## config.mk

```make
export PLATFORM = sky130hd
export DESIGN_NAME = imem_stream_loader
export DESIGN_NICKNAME = d
export VERILOG_FILES = /design/src/rtl/imem_stream_loader.sv
export SDC_FILE = /design/constraint.sdc
export NUM_CORES = 1
export LEC_CHECK = 0
export CAP_MARGIN = 40
export CORE_AREA = 5 5 87 130
export CTS_BUF_LIST = sky130_fd_sc_hd__clkbuf_4
export DETAILED_ROUTE_END_ITERATION = 8
export DIE_AREA = 0 0 92 135
export GPL_TIMING_DRIVEN = 0
export PLACE_DENSITY = 0.87
export SYNTH_ARGS = -nofsm -noshare
export SYNTH_HDL_FRONTEND = slang
export SYNTH_SLANG_ARGS = --single-unit
```

## constraint.sdc

```tcl
create_clock -name clk -period 4.5 [get_ports clk]
set_input_delay 0.675 -clock clk [delete_from_list [all_inputs] [get_ports clk]]
set_output_delay 0.675 -clock clk [all_outputs]
set_load 0.005 [all_outputs]
```

## src/rtl/imem_stream_loader.sv

```systemverilog
// imem_stream_loader
//   Receives a byte stream (16-bit big-endian word count followed by
//   count x 4 big-endian instruction bytes) over a valid/ready handshake.
//   Each assembled word is written sequentially into the instruction memory.
//   The CPU is held in reset until the whole program is in memory.
//
// Ports
//   clk            system clock, rising edge
//   reset          asynchronous active-low reset
//   start          begins a load (honoured in IDLE, DONE, ERROR)
//   abort          returns to IDLE from any state; wins over start
//   in_data        stream byte
//   in_valid       in_data valid
//   in_ready       byte accepted this cycle (LEN_HI, LEN_LO, DATA)
//   imem_we        instruction memory write strobe (WRITE only)
//   imem_addr      instruction memory byte address
//   imem_wdata     instruction word being written
//   cpu_reset      active-high reset to PC/CPU, low only in DONE
//   done           load completed successfully
//   error          load rejected (bad length)
//   words_written  words written in the current load
module imem_stream_loader #(
    parameter logic [31:0] BASE_ADDR = 32'd0,
    parameter int unsigned MAX_WORDS = 64
) (
    input  logic        clk,
    input  logic        reset,
    input  logic        start,
    input  logic        abort,
    input  logic [7:0]  in_data,
    input  logic        in_valid,
    output logic        in_ready,
    output logic        imem_we,
    output logic [31:0] imem_addr,
    output logic [31:0] imem_wdata,
    output logic        cpu_reset,
    output logic        done,
    output logic        error,
    output logic [15:0] words_written
);

    localparam logic [15:0] MAX_W16 = MAX_WORDS[15:0];

    typedef enum logic [2:0] {
        S_IDLE,
        S_LEN_HI,
        S_LEN_LO,
        S_DATA,
        S_WRITE,
        S_DONE,
        S_ERROR
    } state_t;

    state_t      state_q, state_d;
    logic [15:0] len_q, len_d;
    logic [1:0]  byte_idx_q, byte_idx_d;
    logic [23:0] shift_q, shift_d;
    logic [31:0] wdata_q, wdata_d;
    logic [31:0] addr_q, addr_d;
    logic [15:0] ww_q, ww_d;

    logic        xfer;
    logic [15:0] len_full;
    logic [15:0] ww_inc;

    assign xfer     = in_valid & in_ready;
    assign len_full = {len_q[15:8], in_data};
    assign ww_inc   = ww_q + 16'd1;

    // State register and datapath flops
    always_ff @(posedge clk or negedge reset) begin
        if (!reset) begin
            state_q    <= S_IDLE;
            len_q      <= '0;
            byte_idx_q <= '0;
            shift_q    <= '0;
            wdata_q    <= '0;
            addr_q     <= BASE_ADDR;
            ww_q       <= '0;
        end else begin
            state_q    <= state_d;
            len_q      <= len_d;
            byte_idx_q <= byte_idx_d;
            shift_q    <= shift_d;
            wdata_q    <= wdata_d;
            addr_q     <= addr_d;
            ww_q       <= ww_d;
        end
    end

    // Next-state logic
    always_comb begin
        state_d = state_q;
        if (abort) begin
            state_d = S_IDLE;
        end else begin
            unique case (state_q)
                S_IDLE:   if (start) state_d = S_LEN_HI;
                S_LEN_HI: if (xfer) state_d = S_LEN_LO;
                S_LEN_LO: begin
                    if (xfer) begin
                        if (len_full == 16'd0 || len_full > MAX_W16)
                            state_d = S_ERROR;
                        else
                            state_d = S_DATA;
                    end
                end
                S_DATA:   if (xfer && byte_idx_q == 2'd3) state_d = S_WRITE;
                S_WRITE:  state_d = (ww_inc == len_q) ? S_DONE : S_DATA;
                S_DONE:   if (start) state_d = S_LEN_HI;
                S_ERROR:  if (start) state_d = S_LEN_HI;
                default:  state_d = S_IDLE;
            endcase
        end
    end

    // Datapath next values
    always_comb begin
        len_d      = len_q;
        byte_idx_d = byte_idx_q;
        shift_d    = shift_q;
        wdata_d    = wdata_q;
        addr_d     = addr_q;
        ww_d       = ww_q;
        unique case (state_q)
            S_IDLE: begin
                ww_d   = '0;
                addr_d = BASE_ADDR;
            end
            S_LEN_HI: if (xfer) len_d[15:8] = in_data;
            S_LEN_LO: begin
                if (xfer) begin
                    len_d[7:0] = in_data;
                    byte_idx_d = '0;
                end
            end
            S_DATA: begin
                if (xfer) begin
                    shift_d    = {shift_q[15:0], in_data};
                    byte_idx_d = byte_idx_q + 2'd1;
                    // Completed word is only published when it will be written.
                    if (byte_idx_q == 2'd3 && !abort)
                        wdata_d = {shift_q, in_data};
                end
            end
            // The write happens this cycle regardless of abort, so the
            // counters still advance; IDLE clears them afterwards.
            S_WRITE: begin
                ww_d   = ww_inc;
                addr_d = addr_q + 32'd4;
            end
            S_DONE, S_ERROR: begin
                if (start && !abort) begin
                    ww_d   = '0;
                    addr_d = BASE_ADDR;
                end
            end
            default: ;
        endcase
    end

    // Outputs decoded from state
    always_comb begin
        in_ready  = 1'b0;
        imem_we   = 1'b0;
        cpu_reset = 1'b1;
        done      = 1'b0;
        error     = 1'b0;
        unique case (state_q)
            S_LEN_HI, S_LEN_LO, S_DATA: in_ready = 1'b1;
            S_WRITE:                    imem_we  = 1'b1;
            S_DONE: begin
                cpu_reset = 1'b0;
                done      = 1'b1;
            end
            S_ERROR:                    error    = 1'b1;
            default: ;
        endcase
    end

    assign imem_addr     = addr_q;
    assign imem_wdata    = wdata_q;
    assign words_written = ww_q;

endmodule

```

---- Word level (Yosys, flattened, before mapping) ----
Index checks and enable logic that the tools add are counted.
cells by class
  add/subtract/negate cells ............... 3
  magnitude comparators ................... 1
  equal/unequal tests ..................... 15
  muxes and demuxes ....................... 20
  bitwise operators ....................... 1
  reductions and logical operators ........ 19
operators by type and width
  operator                 count
  $pmux W32 S3             1
  $pmux W16 S3             1
  $add A32 B3 Y32 const B  1
  $mux W32                 1
  $mux W3                  7
  $add A16 B1 Y16 const B  1
  $eq A16 B16 Y1           1
  $gt A16 B7 Y1 const B    1
  $logic_not A16 Y1        1
  $mux W16                 1
  $pmux W3 S5              1
  $eq A3 B3 Y1 const B     3
  $ne A3 B3 Y1 const B     3
  $reduce_and A2 Y1        4
  $eq A3 B2 Y1 const B     2
  $ne A2 B2 Y1 const B     3
  $reduce_and A3 Y1        2
  $reduce_or A3 Y1         2
  $mux W1                  5
  $mux W2                  2
  $pmux W2 S2              1
  $reduce_and A4 Y1        1
  $eq A3 B1 Y1 const B     1
  $logic_and A1 B1 Y1      3
  other kinds (10)         10
word-level totals
  flip-flop bits (word level) ............. 125
  bits of input ports ..................... 13
  output and inout bits ................... 85
  logic and storage cells ................. 67

---- Longest topological paths before layout ----
  depth in word-level cells ............... 8
  gate-level depth with buffers ........... 9
  depth with buffers taken out ............ 7

---- Worst setup path after synthesis ----
OpenSTA, ideal clock, no wires.
  kind .................................... reg-to-reg
  start point ............................. register ww_q[0], in the netlist words_written[0]
  end point ............................... register state_q[2]
  arrival ................................. 2.561 ns
  data required time ...................... 4.408 ns
  slack ................................... 1.847 ns
  stages on the path, launching flop included .. 8
  buffers on the path ..................... 0
  clock period less this slack ............ 2.653 ns
  cell sequence ........................... dfrtp_1 ha_1 nand3_1 nor3_4 o2111ai_1 or4b_1 or4_1 o31ai_2
between the ends
  longest elaborated chain between the ends .. 5
RTL lines
  what                    RTL line  text
  start, declared         60        logic [15:0] ww_q, ww_d;
  start signal, assigned  87        ww_q <= ww_d;
  $add A16 B1 Y16         68        assign ww_inc = ww_q + 16'd1;
  $eq A16 B16 Y1          109       S_WRITE: state_d = (ww_inc == len_q) ? S_DONE : S_DATA;
  $mux W3                 109
  $pmux W3 S5             97        unique case (state_q)
  $mux W3                 94        if (abort) begin
  end signal, assigned    81        state_q <= state_d;
  end, declared           54        state_t state_q, state_d;
No other way between the ends.
A chain may end at the register's enable or synchronous reset.

---- Worst setup path in the final report ----
  start point ............................. register state_q[1]
  end point ............................... output port imem_we
between the ends
  longest elaborated chain between the ends .. 2
RTL lines
  what           RTL line  text
  $eq A3 B3 Y1   169       unique case (state_q)
  $mux W1        169
  end, declared  33        output logic imem_we,
No other way between the ends.

==> out/qor.log <==
[floorplanning] Die Area 12,420 um2
[route] DRC Markers 0
[timing] worst-case clock skew 14.88 ps
[critical_path] cell family contributing the most delay on the critical path buffers and inverters
[critical_path] category of the worst setup path capture point output pin
[timing] unrepaired setup endpoints after global routing false
[synthesis] top cell types by occurrence after synthesis 123 x sky130_fd_sc_hd__dfrtp_1, 71 x sky130_fd_sc_hd__mux2_2, 49 x sky130_fd_sc_hd__o21ai_0
[pwr] maximum vdd drop 263.0 uV
[clock_network] TritonCTS clock tree done
[synthesis] share of the yosys chip area belonging to registers 52.24%
[critical_path] depth of the worst register-to-register path 7
[run] reported max-cap violation count 0
[timing] minimum clock period 3424 ps
[critical_path] ordered list of cells on the worst path clkbuf_1, nor2_1, nand2_1, inv_1, clkbuf_1, clkdlybuf4s50_1
[cells_and_area] fraction of final layout cells sized beyond drive strength 1 17.87%
[timing] actual transition at the worst max-transition pin 762.1 ps
[synthesis] synthesized area 5892 um2
[floorplanning] number of placement rows 45
[timing] f_max 292.0 MHz
[clock_network] clock insertion delay at the later pin of the skew report 550 ps
[timing] accumulated negative setup slack 0 ps
[clock_network] number of gates given a new drive strength after cts 0
[synthesis] number of standard cells after synthesis 536
[cells_and_area] cell area after layout 7263 um2
[route] routed wire length 14,260 um
[clock_network] buffer levels on the longest clock path 2
[timing] worst slack on hold paths 515.6 ps
[route] average detailed-routed wire length per instance 18.21 um
[pwr] Leak 3.139 nW
[floorplanning] count of boundary I/O pins 98
[route] detail-routed via count per cell 6.057
[synthesis] area share of the largest cell type after synthesis 52.24%
[pwr] Power Density 377.8 nW/um2
[grt] initial antenna violation count 0
[placed_design] final weighted congestion in routability-driven placement 0.8826
[critical_path] reg-to-reg startpoint words_written[0]$_DFFE_PN0P_
[route] violation count after the first detailed-route iteration 263
[clock_network] htree depth 4
[outcome] status completed
[floorplanning] core area 10,020 um2
[timing] crit share post-route 76.10%
[synthesis] largest cells by area after synthesis sky130_fd_sc_hd__dfrtp_1 52%, sky130_fd_sc_hd__mux2_2 14%, sky130_fd_sc_hd__o21ai_0 4.2%
[critical_path] Worst path most repeated cell sky130_fd_sc_hd__clkbuf_1
[grt] leftover overflow at the end of global routing 0
[floorplanning] DIE HEIGHT 135 um
[cells_and_area] number of nets in the layout 669
[clock_network] clock slew at the register clock pins of the worst setup and hold paths 100 ps
[placed_design] Worst Setup Slack post-DPL 1023 ps
[worst_hold_path] path type of the worst min-delay path register to register
[critical_path] worst-path fanout max 10
[route] router iterations before antenna repair 5
[synthesis] xor-xnor portion of the synthesized cell area 5.436%
[synthesis] cell taking the most area after synthesis sky130_fd_sc_hd__dfrtp_1
[critical_path] largest incremental delay on the critical path 610 ps
[critical_path] origin of the worst setup path state_q[1]$_DFFE_PN0P_
[synthesis] number of enable-type register cells in the synthesized netlist 0
[synthesis] mux cell area share after synthesis 13.91%
[grt] total global-route track usage 24.07%
[timing] final hold violation count 0
[floorplanning] starting density of the core 58.79%
[grt] pin count of the biggest net entering global routing 88
[worst_hold_path] Worst Hold Launch byte_idx_q[1]$_DFFE_PN0P_
[synthesis] Synth Register Bits 123
[cells_and_area] diode count 0
[critical_path] sum of buffers and inverters on the critical path 4
[route] Antenna Violating Nets Remaining 0
[synthesis] cell with the most instances after synthesis sky130_fd_sc_hd__dfrtp_1
[synthesis] Adder-Cell Fraction of Synth Area 0.6371%
[placed_design] total cell area at the placement stage 7022 um2
[grt] via count of the first global-routing pass 4,925
[timing] final setup margin 1076 ps
[grt] global-route wire length before repair 23,680 um
[synthesis] synthesized-area fraction occupied by ao, oa, aoi and oai cells 9.790%
[clock_network] Sinks on Clock Net 123
[timing] final count of negative-setup-slack endpoints 0
[placed_design] Final HPWL DP 10,370 um
[placed_design] count of buffers from port buffering 95
[critical_path] Crit path depth 6
[clock_network] clk root buf sky130_fd_sc_hd__clkbuf_4
[cells_and_area] Final Instance Count excl. Fillers 783
[critical_path] data arrival time at the worst-slack endpoint 2750 ps
[critical_path] required time worst endpoint 3830 ps
[route] overall via count from detail_route 4,743
[worst_hold_path] number of cells traversed by the worst hold path 2
[synthesis] proportion of synthesized flip-flops having asynchronous set or reset 100.0%
[placed_design] DP Cell Count 750
[critical_path] element type at the critical path start register
[critical_path] kind of critical path register to output pin
[synthesis] most used flip-flop cell after synthesis sky130_fd_sc_hd__dfrtp_1
[cells_and_area] layout overhead on the synthesized area 23.27%
[timing] Slew Limit Headroom 49.01%
[synthesis] Synthesis Warnings 0
[floorplanning] Chip Width 92 um
[synthesis] simple-gate share of the synthesized area 15.10%
[synthesis] count of different cell masters after synthesis 56
[critical_path] Slowest cell on crit path sky130_fd_sc_hd__clkdlybuf4s50_1
[synthesis] Synth Area per Inst 10.99 um2
[synthesis] combinational family with the most area after synthesis simple AND/OR/NAND/NOR gates
[clock_network] number of buffers created by CTS 17
[timing] count of pins over their slew limit 0
[logic make-up (layout without fill, tap and decap cells)]
kind of cell / count (synthesis) / count (layout)
buffers and inverters: 40 / 169
flip-flops: 123 / 123
XOR/XNOR: 35 / 35
other: 1 / 2
multiplexers: 73 / 73
AND/OR/NAND/NOR: 169 / 169
AO/OA/AOI/OAI: 92 / 92
adder cells (fa/ha/maj): 3 / 3
[path summary, 6_finish.rpt]
path | endpoint | slack, ps
setup / recovery | imem_we | 1080
hold reg to reg | byte_idx_q[1]$_DFFE_PN0P_ | 520
setup reg to reg | state_q[2]$_DFFE_PN0P_ | 1400
min in group asynchronous | imem_addr[30]$_DFFE_PN0P_ | 580
max in group asynchronous | shift_q[20]$_DFFE_PN0P_ | 3190
hold / removal | byte_idx_q[1]$_DFFE_PN0P_ | 520
[state kept, by name, summed over array words and instances, names as in the netlist]
| name | flops |
|---|---|
| imem_wdata | 32 |
| imem_addr | 30 |
| shift_q | 24 |
| len_q | 16 |
| words_written | 16 |
| state_q | 3 |
| byte_idx_q | 2 |
[per-stage QoR]
stage          util [%]  power, mW
3_3_place_gp      69.78      2.064
6_report          72.47      2.744
3_5_place_dp      70.06      2.108
2_1_floorplan         -      1.877
4_1_cts           72.47      2.755
5_1_grt           72.47      2.897
[final cells by class]
class | instances | area [um2]
flip-flops and latches | 123 | 3078
fillers | 731 | 2759
multi-input cells | 374 | 2651
repair buffers | 97 | 989.7
well taps | 117 | 146.4
clock buffers | 17 | 127.6
plain buffers | 27 | 117.6
clock inverters | 15 | 103.9
inverters | 13 | 48.80
[placed cells by master, fill, tap and decap left out, types with 2 or more instances in the layout]
cell type,netlist,final
sky130_fd_sc_hd__a211oi_1,3,3
sky130_fd_sc_hd__a21oi_1,7,7
sky130_fd_sc_hd__a22o_1,2,2
sky130_fd_sc_hd__a311o_1,2,2
sky130_fd_sc_hd__a31oi_1,3,3
sky130_fd_sc_hd__and3_1,11,11
sky130_fd_sc_hd__buf_4,4,4
sky130_fd_sc_hd__clkbuf_1,22,22
sky130_fd_sc_hd__clkbuf_4,0,17
sky130_fd_sc_hd__clkdlybuf4s50_1,0,94
sky130_fd_sc_hd__clkinv_2,0,6
sky130_fd_sc_hd__clkinv_4,0,4
sky130_fd_sc_hd__clkinvlp_4,0,4
sky130_fd_sc_hd__conb_1,1,2
sky130_fd_sc_hd__dfrtp_1,123,123
sky130_fd_sc_hd__ha_1,3,3
sky130_fd_sc_hd__inv_1,13,13
sky130_fd_sc_hd__mux2_2,71,71
sky130_fd_sc_hd__mux2i_1,2,2
sky130_fd_sc_hd__nand2_1,45,45
sky130_fd_sc_hd__nand2b_1,2,2
sky130_fd_sc_hd__nand3_1,16,16
sky130_fd_sc_hd__nand4_1,11,11
sky130_fd_sc_hd__nor2_1,37,37
sky130_fd_sc_hd__nor2b_1,4,4
sky130_fd_sc_hd__nor3_1,10,10
sky130_fd_sc_hd__nor3b_1,3,3
sky130_fd_sc_hd__nor4_1,10,10
sky130_fd_sc_hd__o2111ai_1,4,4
sky130_fd_sc_hd__o211ai_1,2,2
sky130_fd_sc_hd__o21a_1,3,3
sky130_fd_sc_hd__o21ai_0,49,49
sky130_fd_sc_hd__o2bb2ai_1,2,2
sky130_fd_sc_hd__o31ai_1,5,5
sky130_fd_sc_hd__or3_1,6,6
sky130_fd_sc_hd__or4_1,3,3
sky130_fd_sc_hd__xnor2_1,24,24
sky130_fd_sc_hd__xor2_1,10,10
[power breakdown]
| part | switching (mW) | internal (mW) |
|---|---|---|
| sequential | 0.140 | 1.26 |
| clock | 0.432 | 0.215 |
| combinational | 0.373 | 0.320 |
[routing by layer]
layer	GRT usage (%)	vias up	part of all wire, %
li1	-	2161	-
met1	26.64	2361	38
met2	41.63	183	53
met3	7.692	38	6.4
met4	11.65	0	3.0
met5	0	-	0
[repair_timing]
action	4_1_cts	5_1_grt
buffers inserted	0	0
hold buffers	1	0
hold endpoints to repair	20	0
[worst reg2reg max path: stages (launching register included)]
cell                        delay [ps]
sky130_fd_sc_hd__dfrtp_1           540
sky130_fd_sc_hd__ha_1              310
sky130_fd_sc_hd__nand3_1           340
sky130_fd_sc_hd__nor3_4            350
sky130_fd_sc_hd__o2111ai_1         150
sky130_fd_sc_hd__or4b_1            510
sky130_fd_sc_hd__or4_1             590
sky130_fd_sc_hd__o31ai_2           220
Note: power is estimated with default switching activity, not from simulation.
